$ cat src/rtl/mips_multicycle_control_if.sv
// Control/datapath bundle for the multi-cycle MIPS main control FSM.
// master = control unit (drives strobes), slave = datapath (drives IR opcode and flags).
interface mips_multicycle_control_if;
    logic [5:0] opcode;
    logic       zero;
    logic       mem_ready;
    logic       pc_en;
    logic [1:0] pc_source;
    logic       i_or_d;
    logic       mem_read;
    logic       mem_write;
    logic       ir_write;
    logic       reg_write;
    logic       reg_dst;
    logic       mem_to_reg;
    logic       alu_src_a;
    logic [1:0] alu_src_b;
    logic       ext_zero;
    logic [3:0] alu_op;
    logic       illegal_op;
    logic [3:0] state;

    modport master (
        input  opcode, zero, mem_ready,
        output pc_en, pc_source, i_or_d, mem_read, mem_write, ir_write, reg_write,
               reg_dst, mem_to_reg, alu_src_a, alu_src_b, ext_zero, alu_op,
               illegal_op, state
    );

    modport slave (
        output opcode, zero, mem_ready,
        input  pc_en, pc_source, i_or_d, mem_read, mem_write, ir_write, reg_write,
               reg_dst, mem_to_reg, alu_src_a, alu_src_b, ext_zero, alu_op,
               illegal_op, state
    );
endinterface

$ cat src/rtl/mips_multicycle_control.sv
// Multi-cycle MIPS main control FSM: fetch/decode/execute/memory/write-back
// sequencing with registered Moore strobes; only the FETCH handshake strobes,
// pc_en and illegal_op are combined with live inputs.
module mips_multicycle_control (
    input  logic                             clk,
    input  logic                             rst_n,
    mips_multicycle_control_if.master        bus
);

    typedef enum logic [3:0] {
        S_IDLE      = 4'd0,
        S_FETCH     = 4'd1,
        S_DECODE    = 4'd2,
        S_MEM_ADDR  = 4'd3,
        S_MEM_READ  = 4'd4,
        S_MEM_WB    = 4'd5,
        S_MEM_WRITE = 4'd6,
        S_R_EXEC    = 4'd7,
        S_R_WB      = 4'd8,
        S_I_EXEC    = 4'd9,
        S_I_WB      = 4'd10,
        S_BRANCH    = 4'd11,
        S_JUMP      = 4'd12
    } state_t;

    localparam logic [5:0] OP_RTYPE = 6'b000000;
    localparam logic [5:0] OP_LW    = 6'b100011;
    localparam logic [5:0] OP_SW    = 6'b101011;
    localparam logic [5:0] OP_BEQ   = 6'b000100;
    localparam logic [5:0] OP_BNE   = 6'b000101;
    localparam logic [5:0] OP_ADDI  = 6'b001000;
    localparam logic [5:0] OP_ANDI  = 6'b001100;
    localparam logic [5:0] OP_ORI   = 6'b001101;
    localparam logic [5:0] OP_J     = 6'b000010;

    // Registered strobe set; fetch marks FETCH so ir_write/pc_write can be
    // qualified by mem_ready without decoding the state again.
    typedef struct packed {
        logic       pc_write;
        logic       pc_write_cond;
        logic       branch_ne;
        logic [1:0] pc_source;
        logic       i_or_d;
        logic       mem_read;
        logic       mem_write;
        logic       fetch;
        logic       reg_write;
        logic       reg_dst;
        logic       mem_to_reg;
        logic       alu_src_a;
        logic [1:0] alu_src_b;
        logic       ext_zero;
        logic [3:0] alu_op;
    } ctrl_t;

    state_t r_state;
    state_t w_nxt;
    ctrl_t  r_ctrl;
    logic   w_fetch_go;
    logic   w_pc_write;

    function automatic logic op_supported(input logic [5:0] op);
        case (op)
            OP_RTYPE, OP_LW, OP_SW, OP_BEQ, OP_BNE,
            OP_ADDI, OP_ANDI, OP_ORI, OP_J: return 1'b1;
            default:                        return 1'b0;
        endcase
    endfunction

    // Strobes for a given state; opcode is only consulted for states entered
    // from DECODE, where the IR is already stable.
    function automatic ctrl_t state_outputs(input state_t s, input logic [5:0] op);
        ctrl_t c;
        c = '0;
        case (s)
            S_FETCH: begin
                c.fetch     = 1'b1;
                c.mem_read  = 1'b1;
                c.alu_src_b = 2'd1;
            end
            S_DECODE:    c.alu_src_b = 2'd3;
            S_MEM_ADDR: begin
                c.alu_src_a = 1'b1;
                c.alu_src_b = 2'd2;
            end
            S_MEM_READ: begin
                c.mem_read = 1'b1;
                c.i_or_d   = 1'b1;
            end
            S_MEM_WB: begin
                c.reg_write  = 1'b1;
                c.mem_to_reg = 1'b1;
            end
            S_MEM_WRITE: begin
                c.mem_write = 1'b1;
                c.i_or_d    = 1'b1;
            end
            S_R_EXEC: begin
                c.alu_src_a = 1'b1;
                c.alu_op    = 4'd8;
            end
            S_R_WB: begin
                c.reg_write = 1'b1;
                c.reg_dst   = 1'b1;
            end
            S_I_EXEC: begin
                c.alu_src_a = 1'b1;
                c.alu_src_b = 2'd2;
                case (op)
                    OP_ANDI: begin c.alu_op = 4'd5; c.ext_zero = 1'b1; end
                    OP_ORI:  begin c.alu_op = 4'd7; c.ext_zero = 1'b1; end
                    default: c.alu_op = 4'd2;
                endcase
            end
            S_I_WB:      c.reg_write = 1'b1;
            S_BRANCH: begin
                c.alu_src_a     = 1'b1;
                c.alu_op        = 4'd1;
                c.pc_source     = 2'd1;
                c.pc_write_cond = 1'b1;
                c.branch_ne     = (op == OP_BNE);
            end
            S_JUMP: begin
                c.pc_write  = 1'b1;
                c.pc_source = 2'd2;
            end
            default: ;
        endcase
        return c;
    endfunction

    // Next-state selection, including memory wait holds and opcode dispatch.
    always_comb begin
        w_nxt = S_FETCH;
        case (r_state)
            S_IDLE:      w_nxt = S_FETCH;
            S_FETCH:     w_nxt = bus.mem_ready ? S_DECODE : S_FETCH;
            S_DECODE: begin
                case (bus.opcode)
                    OP_LW, OP_SW:             w_nxt = S_MEM_ADDR;
                    OP_RTYPE:                 w_nxt = S_R_EXEC;
                    OP_ADDI, OP_ANDI, OP_ORI: w_nxt = S_I_EXEC;
                    OP_BEQ, OP_BNE:           w_nxt = S_BRANCH;
                    OP_J:                     w_nxt = S_JUMP;
                    default:                  w_nxt = S_FETCH;
                endcase
            end
            S_MEM_ADDR:  w_nxt = (bus.opcode == OP_SW) ? S_MEM_WRITE : S_MEM_READ;
            S_MEM_READ:  w_nxt = bus.mem_ready ? S_MEM_WB : S_MEM_READ;
            S_MEM_WRITE: w_nxt = bus.mem_ready ? S_FETCH : S_MEM_WRITE;
            S_R_EXEC:    w_nxt = S_R_WB;
            S_I_EXEC:    w_nxt = S_I_WB;
            default:     w_nxt = S_FETCH;
        endcase
    end

    // State register with strobes registered for the state being entered.
    always_ff @(posedge clk or negedge rst_n) begin
        if (!rst_n) begin
            r_state <= S_IDLE;
            r_ctrl  <= '0;
        end else begin
            r_state <= w_nxt;
            r_ctrl  <= state_outputs(w_nxt, bus.opcode);
        end
    end

    assign w_fetch_go     = r_ctrl.fetch & bus.mem_ready;
    assign w_pc_write     = r_ctrl.pc_write | w_fetch_go;

    assign bus.pc_en      = w_pc_write | (r_ctrl.pc_write_cond & (bus.zero ^ r_ctrl.branch_ne));
    assign bus.ir_write   = w_fetch_go;
    assign bus.pc_source  = r_ctrl.pc_source;
    assign bus.i_or_d     = r_ctrl.i_or_d;
    assign bus.mem_read   = r_ctrl.mem_read;
    assign bus.mem_write  = r_ctrl.mem_write;
    assign bus.reg_write  = r_ctrl.reg_write;
    assign bus.reg_dst    = r_ctrl.reg_dst;
    assign bus.mem_to_reg = r_ctrl.mem_to_reg;
    assign bus.alu_src_a  = r_ctrl.alu_src_a;
    assign bus.alu_src_b  = r_ctrl.alu_src_b;
    assign bus.ext_zero   = r_ctrl.ext_zero;
    assign bus.alu_op     = r_ctrl.alu_op;
    // The opcode is only valid once the IR has loaded, so this is decoded live.
    assign bus.illegal_op = (r_state == S_DECODE) & ~op_supported(bus.opcode);
    assign bus.state      = r_state;

endmodule

$ cat src/flat_wrapper.sv
// flat-port wrapper written by rule: the top's interface ports become plain ports
module mips_multicycle_control_flat 
  (clk, rst_n, bus_opcode, bus_zero, bus_mem_ready, bus_pc_en, bus_pc_source, bus_i_or_d, bus_mem_read, bus_mem_write, bus_ir_write, bus_reg_write, bus_reg_dst, bus_mem_to_reg, bus_alu_src_a, bus_alu_src_b, bus_ext_zero, bus_alu_op, bus_illegal_op, bus_state);
  mips_multicycle_control_if bus_i ();
  input  logic clk;
  input  logic rst_n;
  input wire logic [$bits(bus_i.opcode)-1:0] bus_opcode;
  input wire logic [$bits(bus_i.zero)-1:0] bus_zero;
  input wire logic [$bits(bus_i.mem_ready)-1:0] bus_mem_ready;
  output wire logic [$bits(bus_i.pc_en)-1:0] bus_pc_en;
  output wire logic [$bits(bus_i.pc_source)-1:0] bus_pc_source;
  output wire logic [$bits(bus_i.i_or_d)-1:0] bus_i_or_d;
  output wire logic [$bits(bus_i.mem_read)-1:0] bus_mem_read;
  output wire logic [$bits(bus_i.mem_write)-1:0] bus_mem_write;
  output wire logic [$bits(bus_i.ir_write)-1:0] bus_ir_write;
  output wire logic [$bits(bus_i.reg_write)-1:0] bus_reg_write;
  output wire logic [$bits(bus_i.reg_dst)-1:0] bus_reg_dst;
  output wire logic [$bits(bus_i.mem_to_reg)-1:0] bus_mem_to_reg;
  output wire logic [$bits(bus_i.alu_src_a)-1:0] bus_alu_src_a;
  output wire logic [$bits(bus_i.alu_src_b)-1:0] bus_alu_src_b;
  output wire logic [$bits(bus_i.ext_zero)-1:0] bus_ext_zero;
  output wire logic [$bits(bus_i.alu_op)-1:0] bus_alu_op;
  output wire logic [$bits(bus_i.illegal_op)-1:0] bus_illegal_op;
  output wire logic [$bits(bus_i.state)-1:0] bus_state;
  assign bus_i.opcode = bus_opcode;
  assign bus_i.zero = bus_zero;
  assign bus_i.mem_ready = bus_mem_ready;
  assign bus_pc_en = bus_i.pc_en;
  assign bus_pc_source = bus_i.pc_source;
  assign bus_i_or_d = bus_i.i_or_d;
  assign bus_mem_read = bus_i.mem_read;
  assign bus_mem_write = bus_i.mem_write;
  assign bus_ir_write = bus_i.ir_write;
  assign bus_reg_write = bus_i.reg_write;
  assign bus_reg_dst = bus_i.reg_dst;
  assign bus_mem_to_reg = bus_i.mem_to_reg;
  assign bus_alu_src_a = bus_i.alu_src_a;
  assign bus_alu_src_b = bus_i.alu_src_b;
  assign bus_ext_zero = bus_i.ext_zero;
  assign bus_alu_op = bus_i.alu_op;
  assign bus_illegal_op = bus_i.illegal_op;
  assign bus_state = bus_i.state;
  mips_multicycle_control u_core (.clk(clk), .rst_n(rst_n), .bus(bus_i));
endmodule
$ cat config.mk
export PLATFORM = sky130hd
export DESIGN_NAME = mips_multicycle_control_flat
export DESIGN_NICKNAME = d
export VERILOG_FILES = /design/src/rtl/mips_multicycle_control_if.sv /design/src/rtl/mips_multicycle_control.sv /design/src/flat_wrapper.sv
export SDC_FILE = /design/constraint.sdc
export NUM_CORES = 1
export LEC_CHECK = 0
export ABC_CLOCK_PERIOD_IN_PS = 2500
export CELL_PAD_IN_SITES_DETAIL_PLACEMENT = 1
export CELL_PAD_IN_SITES_GLOBAL_PLACEMENT = 1
export CORE_AREA = 2 2 65 61
export DETAILED_ROUTE_END_ITERATION = 8
export DIE_AREA = 0 0 67 63
export PLACE_DENSITY = 0.78
export SLEW_MARGIN = 20
export SYNTH_ARGS = -nofsm -noshare
export SYNTH_HDL_FRONTEND = slang
export SYNTH_SLANG_ARGS = --single-unit
$ cat constraint.sdc
create_clock -name clk -period 2.5 [get_ports clk]
set_input_delay 0.5 -clock clk [delete_from_list [all_inputs] [get_ports clk]]
set_output_delay 0.5 -clock clk [all_outputs]
set_load 0.02 [all_outputs]
Word-level counts from Yosys, hierarchy flattened. Index checks and enable logic that the tools add are counted.

Eq/ne operators: 27. Multiplexer cells: 23. Bitwise operators: 7. Reduce and logical (&&, ||, !) cells: 11.

Operator list (number): $eq 4x3->1 const B (7); $pmux 4 s7 (1); $eq 4x4->1 const B (6); $pmux 4 s5 (1); $eq 6x4->1 const B (3); $eq 4x2->1 const B (4); $mux 1 (13); $eq 6x3->1 const B (2); $eq 6x6->1 const B (2); $pmux 4 s3 (1); $reduce_or 2->1 (6); $reduce_or 9->1 (1); $eq 4x1->1 const B (2); $eq 6x2->1 const B (1); $logic_not 6->1 (1); $mux 2 (3); $pmux 2 s3 (1); $pmux 3 s2 (1); $reduce_or 3->1 (2); $pmux 2 s2 (1); $reduce_or 4->1 (1); $and 1x1->1 (3); $mux 3 (1); $or 1x1->1 (2); 2 further kinds (2).

Bits in registers: 24. Input bits: 10. Output and inout bits: 23. Logic and storage cells: 84.

Depth between registers and ports, before layout. Gate-level depths: netlist (run 1).

Depth after elaboration: 7. Gate-level depth with buffers: 7.

Worst setup path after synthesis (run 1). OpenSTA, ideal clock, no wires.

Path type: flip-flop to output port. Start point: register u_core.r_state[0] (netlist: u_core.bus.state[0]). End point: output bus_illegal_op. Data arrival time: 1.765 ns. Data required time: 2.000 ns. Slack: 0.235 ns. Cell stages (with the launch flop): 4. Buffers on the path: 1. Path through: dfrtp_1 -> buf_6 -> or4b_4 -> a311oi_1.

Longest elaborated chain between the ends: 2.

RTL lines: start, declared (RTL line mips_multicycle_control.sv:56) `state_t r_state;`; start signal, assigned (RTL line mips_multicycle_control.sv:163) `r_state <= w_nxt;`; $eq 4x2->1 (RTL line mips_multicycle_control.sv:185) `assign bus.illegal_op = (r_state == S_DECODE) & ~op_supported(bus.opcode);`; $and 1x1->1 (RTL line mips_multicycle_control.sv:185); end, declared (RTL line flat_wrapper.sv:23) `output wire logic [$bits(bus_i.illegal_op)-1:0] bus_illegal_op;`.

No other way between the ends.

Worst setup path after layout (run 1).
Start point: input bus_zero. End point: output bus_pc_en.

Longest elaborated chain between the ends: 3.

RTL lines: start, declared (RTL line flat_wrapper.sv:8) `input wire logic [$bits(bus_i.zero)-1:0] bus_zero;`; $xor 1x1->1 (RTL line mips_multicycle_control.sv:171) `assign bus.pc_en = w_pc_write | (r_ctrl.pc_write_cond & (bus.zero ^ r_ctrl.branch_ne));`; $and 1x1->1 (RTL line mips_multicycle_control.sv:171); $or 1x1->1 (RTL line mips_multicycle_control.sv:171); end, declared (RTL line flat_wrapper.sv:10) `output wire logic [$bits(bus_i.pc_en)-1:0] bus_pc_en;`.

No other way between the ends.

==> summary.md, run 1 <==
| Metric | Value |
|---|---|
| WP data required | `2.00 ns` |
| Pleak | `0.742 nW` |
| Post-synthesis sequential area ratio | `49.2%` |
| GRT Overall Usage | `16.9%` |
| Vias post-DR | `1010` |
| RSZ-0062 raised after global routing | `false` |
| Die X | `67 um` |
| Area share of the largest cell type after synthesis | `49.2%` |
| Number of flops mapped to enable cells by yosys | `0` |
| Clock tree buffer depth | `2` |
| Share of cells above drive strength 1 | `24.3%` |
| CP arrival | `1.93 ns` |
| DR iter-0 viols | `11` |
| Clock root buffer | `clkbuf_8` |
| Antenna violations before repair | `0` |
| CP Capture Type | `output pin` |
| Fraction of registers with async set/reset | `100%` |
| Pre-antenna DRT Iters | `4` |
| Post-Syn Nets | `121` |
| # diodes | `0` |
| Worst-Skew Late Latency | `0.27 ns` |
| Synth area leaders | `dfrtp_1 (49%), buf_4 (4.9%), nor3_1 (2.9%)` |
| Seq cells post-synth | `24` |
| Pwr Total | `0.00173 W` |
| Slew @ Worst Pin | `0.408 ns` |
| Clock transition at path regs | `0.08 ns` |
| Synth warn | `0` |
| Num ports | `33` |
| Final number of setup-violating endpoints | `0` |
| Most frequent cell after synthesis | `dfrtp_1` |
| Cells after Synth | `111` |
| Clock Sink Count | `24` |
| Final min period | `2.43 ns` |
| Core area | `0.00357 mm^2` |
| Antenna-violating nets left | `0` |
| Synth unique cells | `43` |
| Die Area | `0.00422 mm^2` |
| Clk_skew | `0.00335 ns` |
| Outcome | `completed` |
| Post-synthesis cell area | `0.00122 mm^2` |
| Clock buffer count from CTS | `3` |
| Remaining DRCs | `0` |
| Syn_area_per_cell | `11.0 um^2` |
| Placer congestion estimate | `0.837` |
| Final critical-path share of the clock period | `97.3%` |
| P&R area growth vs syn | `40.2%` |
| Max VDD drop | `0.000534 V` |
| Max Cap Viol | `0` |
| Port buffer count | `32` |
| Cell taking the most area after synthesis | `dfrtp_1` |
| Post-CTS Setup Repair Bufs | `0` |
| Pwr/cell area | `1010 mW/mm^2` |
| Nets | `163` |
| Fmax | `0.411 GHz` |
| Vias in the first global route | `1113` |
| Dpl hpwl | `2550 um` |
| Max Slew Vio Count | `0` |
| First-pass GRT wire length | `5370 um` |
| WS Path Type | `in -> out` |
| Endpoints failing hold | `0` |
| DRT Wirelength | `3320 um` |
| Worst setup margin | `0.0673 ns` |
| Slew margin rel. | `72.8%` |
| Initial Utilization | `34.2%` |
| Largest net degree at the start of global routing | `25` |
| H-tree Lvls | `1` |
| # rows | `21` |
| Synth Flop Type | `dfrtp_1` |
| Hold WC Path Type | `in -> async` |
| Crit start category | `input pin` |
| Pre-CTS WS | `-0.274 ns` |
| Vias per inst | `5.10` |
| Vert. Die Dim | `63 um` |
| Wirelength per Cell | `16.8 um` |
| TritonCTS clock tree | `done` |
| CP Max Fanout | `1` |
| Commonest cells post-synth | `dfrtp_1 (24), buf_4 (8), nor2_1 (7), nor3_1 (7)` |
| Grt ovf | `0` |
==> worst max-delay path: stages <==
cell and delay, ns:
clkdlybuf4s50_1 0.42, xor2_1 0.16, a211o_1 0.30, clkdlybuf4s50_1 0.56
==> power breakdown <==
| group | total, W | leakage [nW] | internal, W | switching, W |
|---|---|---|---|---|
| clock network | 0.000337 | 0.0357 | 0.000214 | 0.000123 |
| logic | 0.000889 | 0.386 | 0.000410 | 0.000478 |
| registers | 0.000503 | 0.320 | 0.000475 | 0.0000278 |
| total | 0.00173 | 0.742 | 0.00110 | 0.000629 |
==> cell type report <==
| class | count | area [um^2] |
|---|---|---|
| clock buffer | 3 | 41.3 |
| clock inverter | 1 | 30.0 |
| fill | 411 | 1860 |
| inverter | 4 | 15.0 |
| multi-input combinational | 70 | 517 |
| sequential | 24 | 601 |
| tap | 46 | 57.6 |
| timing repair buffer | 50 | 450 |
==> placed cells by master (no fill, tap or decap), drive strengths merged, types with 2 or more instances in the layout <==
cell type	Yosys	layout
nor4b	4	4
clkbuf	0	4
a21oi	4	4
clkdlybuf4s50	0	31
nor3	7	7
or3	2	2
nor3b	3	3
a211oi	2	2
nand2	4	4
nand2b	6	6
dfrtp	24	24
a211o	2	2
o31ai	2	2
nor4	2	2
buf	13	18
o21ai	2	2
inv	4	4
nor2b	2	2
nand4b	2	2
and2	2	2
or4b	2	2
nor2	8	8
==> repair_timing <==
| item | CTS | global route |
|---|---|---|
| gates resized for setup | 1 | 4 |
| endpoints found under the setup margin | 1 | 2 |
| hold buffers | 0 | 0 |
==> worst paths after layout <==
kind	startpoint	endpoint	slack, ns	depth (start not counted)
max	bus_zero	bus_pc_en	0.07	4
min	rst_n	u_core.bus.alu_op[0]	0.59	2
max reg2reg	u_core.bus.state[0]	u_core.bus.alu_src_b[0]	0.55	6
min reg2reg	u_core.bus.state[0]	u_core.bus.alu_op[0]	0.61	2
max in group asynchronous	rst_n	u_core.bus.mem_to_reg	1.67	2
min in group clk	u_core.bus.state[0]	u_core.bus.alu_op[0]	0.61	2
==> per-stage QoR <==
stage	hold WS (ns)	util, %	cell area (um^2)	instances	TNS [ns]
after CTS	0.598	47.8	1710	198	0
after global placement	0.583	45.8	1640	194	-0.260
after global routing	0.614	47.9	1710	198	0
after floorplan	0.204	-	1220	111	0
after detailed placement	0.604	45.8	1640	194	-1.19
final	0.592	47.9	1710	198	0
==> cells by family after synthesis <==
family,count (synthesis),share of synthesized area (%)
AND/OR/NAND/NOR,50,28.3
flip-flops,24,49.2
buffers and inverters,17,9.22
XOR/XNOR,2,1.43
AO/OA/AOI/OAI,18,11.9
==> per-layer routing <==
metal  up-vias  global-route usage, %  part of all wire, %  wire, um
met3         4                   4.86                  4.5       150
met4         0                   5.61                 0.84        28
met1       510                   20.1                   40      1340
met2        26                   28.8                   54      1790
li1        470                      -                    -         -
met5         -                      0                    0         0
(Power assumes the default switching activity.)
==> run 2: changes to the inputs <==
Settings changed: ABC_AREA from default to 1, CORE_AREA 2 2 65 61 to 2 2 67 62, DIE_AREA 0 0 67 63 to 0 0 69 64, PLACE_DENSITY 0.78 to 0.8.
==> summary.md, run 2 <==
| Metric | Value |
|---|---|
| Antenna violations before repair | `0 (unchanged)` |
| Syn_area_per_cell | `8.28 um^2 (was 11.0 um^2)` |
| CP startpoint | `bus_mem_ready (was bus_zero)` |
| GRT Overall Usage | `14.4% (was 16.9%)` |
| Area share of the largest cell type after synthesis | `47.7% (was 49.2%)` |
| Post-CTS Setup Repair Bufs | `0 (unchanged)` |
| Slack of the worst reg-to-reg path | `0.88 ns (was 0.55 ns)` |
| CP Max Fanout | `3 (was 1)` |
| Endpoints failing hold | `0 (unchanged)` |
| Synth Flop Type | `dfrtp_1 (unchanged)` |
| Remaining DRCs | `0 (unchanged)` |
| Nets | `203 (was 163)` |
| Clock Sink Count | `24 (unchanged)` |
| Pwr/cell area | `879 mW/mm^2 (was 1010 mW/mm^2)` |
| Vert. Die Dim | `64 um (was 63 um)` |
| Fmax | `0.419 GHz (was 0.411 GHz)` |
| Synth warn | `0 (unchanged)` |
| Post-synthesis sequential area ratio | `47.7% (was 49.2%)` |
| Critical-path cell list | `clkdlybuf4s50_1, nand2_1, inv_1, a211o_1, clkdlybuf4s50_1 (was clkdlybuf4s50_1, xor2_1, a211o_1, clkdlybuf4s50_1)` |
| Worst-Skew Late Latency | `0.26 ns (was 0.27 ns)` |
| Slowest CP cell | `clkdlybuf4s50_1 (unchanged)` |
| WS Path Type | `in -> out (unchanged)` |
| Total negative slack | `0 ns (unchanged)` |
| RR Startpoint | `u_core.bus.state[3] (was u_core.bus.state[0])` |
| Clock root buffer | `clkbuf_8 (unchanged)` |
| Wirelength per Cell | `12.4 um (was 16.8 um)` |
| Commonest cells post-synth | `nand2_1 (32), inv_1 (25), dfrtp_1 (24), nor2_1 (17), nand3_1 (14) (was dfrtp_1 (24), buf_4 (8), nor2_1 (7), nor3_1 (7))` |
| Die X | `69 um (was 67 um)` |
| Slew @ Worst Pin | `0.293 ns (was 0.408 ns)` |
| Fraction of registers with async set/reset | `100% (unchanged)` |
| Max Slew Vio Count | `0 (unchanged)` |
| Clock buffer count from CTS | `3 (unchanged)` |
| Synth area leaders | `dfrtp_1 (48%), nand2_1 (9.5%), inv_1 (7.5%) (was dfrtp_1 (49%), buf_4 (4.9%), nor3_1 (2.9%))` |
| First-pass GRT wire length | `5070 um (was 5370 um)` |
| CP Capture Type | `output pin (unchanged)` |
| Core area | `0.00368 mm^2 (was 0.00357 mm^2)` |
| Pre-CTS WS | `-0.257 ns (was -0.274 ns)` |
| WP data required | `2.00 ns (about the same)` |
| Clock tree buffer depth | `2 (unchanged)` |
| GR peak layer | `met2 (unchanged)` |
| DRT Wirelength | `2940 um (was 3320 um)` |
| # diodes | `0 (unchanged)` |
| Vias post-DR | `1062 (was 1010)` |
| Most frequent cells in the layout | `nand2_1 (32), clkdlybuf4s50_1 (31), inv_1 (25) (was clkdlybuf4s50_1 (31), dfrtp_1 (24), buf_4 (18))` |
| P&R area growth vs syn | `35.3% (was 40.2%)` |
| Seq cells post-synth | `24 (unchanged)` |
| Number of flops mapped to enable cells by yosys | `0 (unchanged)` |
| Placer congestion estimate | `0.922 (was 0.837)` |
| Max VDD drop | `0.000302 V (was 0.000534 V)` |
| Final Core Density | `46.3% (was 47.9%)` |
| Crit start category | `input pin (unchanged)` |
| Most common cell after layout, fill and taps aside | `nand2_1 (was clkdlybuf4s50_1)` |
| Post-synthesis cell area | `0.00126 mm^2 (was 0.00122 mm^2)` |
| Final Cell Area | `0.00170 mm^2 (was 0.00171 mm^2)` |
| Vias per inst | `4.48 (was 5.10)` |
| Post-route insts no fill | `237 (was 198)` |
| TritonCTS clock tree | `done (unchanged)` |
| Most frequent cell after synthesis | `nand2_1 (was dfrtp_1)` |
| Met2 Usage GRT | `26.9% (was 28.8%)` |
| Clk_skew | `0.00537 ns (was 0.00335 ns)` |
| Die Area | `0.00442 mm^2 (was 0.00422 mm^2)` |
| Clock transition at path regs | `0.08 ns (about the same)` |
| Cell mode on critical path | `clkdlybuf4s50_1 (unchanged)` |
| Met1 usage | `16.5% (was 20.1%)` |
| CP max stage delay | `0.60 ns (was 0.56 ns)` |
| Grt ovf | `0 (unchanged)` |
| H-tree Lvls | `1 (unchanged)` |
| Crit path buffers/inverters | `3 (was 2)` |
| Final min period | `2.38 ns (was 2.43 ns)` |
| Share of cells above drive strength 1 | `19.4% (was 24.3%)` |
| Slew margin rel. | `80.4% (was 72.8%)` |
| Final critical-path share of the clock period | `95.4% (was 97.3%)` |
| Num ports | `33 (unchanged)` |
| Synth unique cells | `21 (was 43)` |
| Cells after Synth | `152 (was 111)` |
| DR iter-0 viols | `34 (was 11)` |
| Outcome | `completed (unchanged)` |
| GRT met3 Usage | `1.10% (was 4.86%)` |
| Final number of setup-violating endpoints | `0 (unchanged)` |
| Placed Area | `0.00167 mm^2 (was 0.00164 mm^2)` |
| Dpl hpwl | `2450 um (was 2550 um)` |
| Pre-antenna DRT Iters | `4 (unchanged)` |
| Post-Syn Nets | `162 (was 121)` |
| Hold WC Path Type | `in -> async (unchanged)` |
| Family with the most delay on the worst path | `buffers and inverters (unchanged)` |
| RSZ-0062 raised after global routing | `false (unchanged)` |
| Max Cap Viol | `0 (unchanged)` |
| CP arrival | `1.88 ns (was 1.93 ns)` |
| Port buffer count | `32 (unchanged)` |
| Cell taking the most area after synthesis | `dfrtp_1 (unchanged)` |
| Worst setup margin | `0.116 ns (was 0.0673 ns)` |
| Largest net degree at the start of global routing | `25 (unchanged)` |
| # rows | `21 (unchanged)` |
| Pleak | `0.924 nW (was 0.742 nW)` |
| Placed cell count | `234 (was 194)` |
| Vias in the first global route | `1124 (was 1113)` |
| Antenna-violating nets left | `0 (unchanged)` |
| Initial Utilization | `34.2% (about the same)` |
-- run 2: changes by cell type after synthesis, moves of 3 or more --
cell | before | now
nor2_4 | 0 | 4
nor2_1 | 7 | 17
nand3_2 | 0 | 4
nand2b_1 | 4 | 0
nor2_2 | 1 | 4
buf_2 | 3 | 0
nand2_1 | 3 | 32
nand3_1 | 1 | 14
a21oi_1 | 4 | 1
nor3b_1 | 3 | 0
inv_2 | 0 | 3
nor3_1 | 7 | 3
inv_1 | 4 | 25
-- run 2: worst reg2reg max path, delay by kind of cell (launching register included) --
family | cells | cell delay, ns
simple gates | 8 | 0.98
flops | 1 | 0.45
buf+inv | 1 | 0.12
-- run 2: cell type report --
class                      instances  area, um^2
fill                             453        1980
sequential                        24         601
tap                               46        57.6
multi-input combinational         92         493
timing repair buffer              44         405
clock buffer                       3        41.3
inverter                          28         105
-- run 2: report_power, final --
group / total, W / internal [W] / switching [W]
combinational: 0.000758 / 0.000297 / 0.000461
clock: 0.000216 / 0.000108 / 0.000108
sequential: 0.000523 / 0.000471 / 0.0000519
-- run 2: path summary, 6_finish.rpt --
| kind | endpoint | cells past startpoint |
|---|---|---|
| worst max-delay path | bus_pc_en | 5 |
| worst min-delay path | u_core.bus.state[0] | 2 |
| worst max register to register | u_core.bus.alu_src_b[0] | 9 |
| worst min register to register | u_core.bus.reg_dst | 2 |
| max in group asynchronous | u_core.bus.pc_source[1] | 2 |
| min in group clk | u_core.bus.reg_dst | 2 |
-- run 2: kinds of logic (layout without fill, tap and decap cells) --
logic type / Yosys count / in the layout / share of synthesized area, %
AND/OR/NAND/NOR: 86 / 86 / 36.0
buffers and inverters: 36 / 75 / 13.1
flip-flops: 24 / 24 / 47.7
AO/OA/AOI/OAI: 6 / 6 / 3.18
-- run 2: through the flow --
| step | hold slack (ns) | total power, W |
|---|---|---|
| global route | 0.603 | 0.00161 |
| floorplan | 0.204 | 0.00102 |
| CTS | 0.591 | 0.00152 |
| finish | 0.584 | 0.00150 |
| global placement | 0.634 | 0.00127 |
| detailed placement | 0.648 | 0.00130 |
-- run 2: per-layer routing --
metal  part of all wire (%)  wire [um]
met1                     42       1240
met2                     52       1540
met5                      0          0
met4                    2.2         65
met3                    3.3         97
-- run 2: timing repair --
item | in CTS | in global routing
hold endpoints to repair | 0 | 0
endpoints found under the setup margin | 1 | 1
hold buffers | 0 | 0
resized for setup | 1 | 3
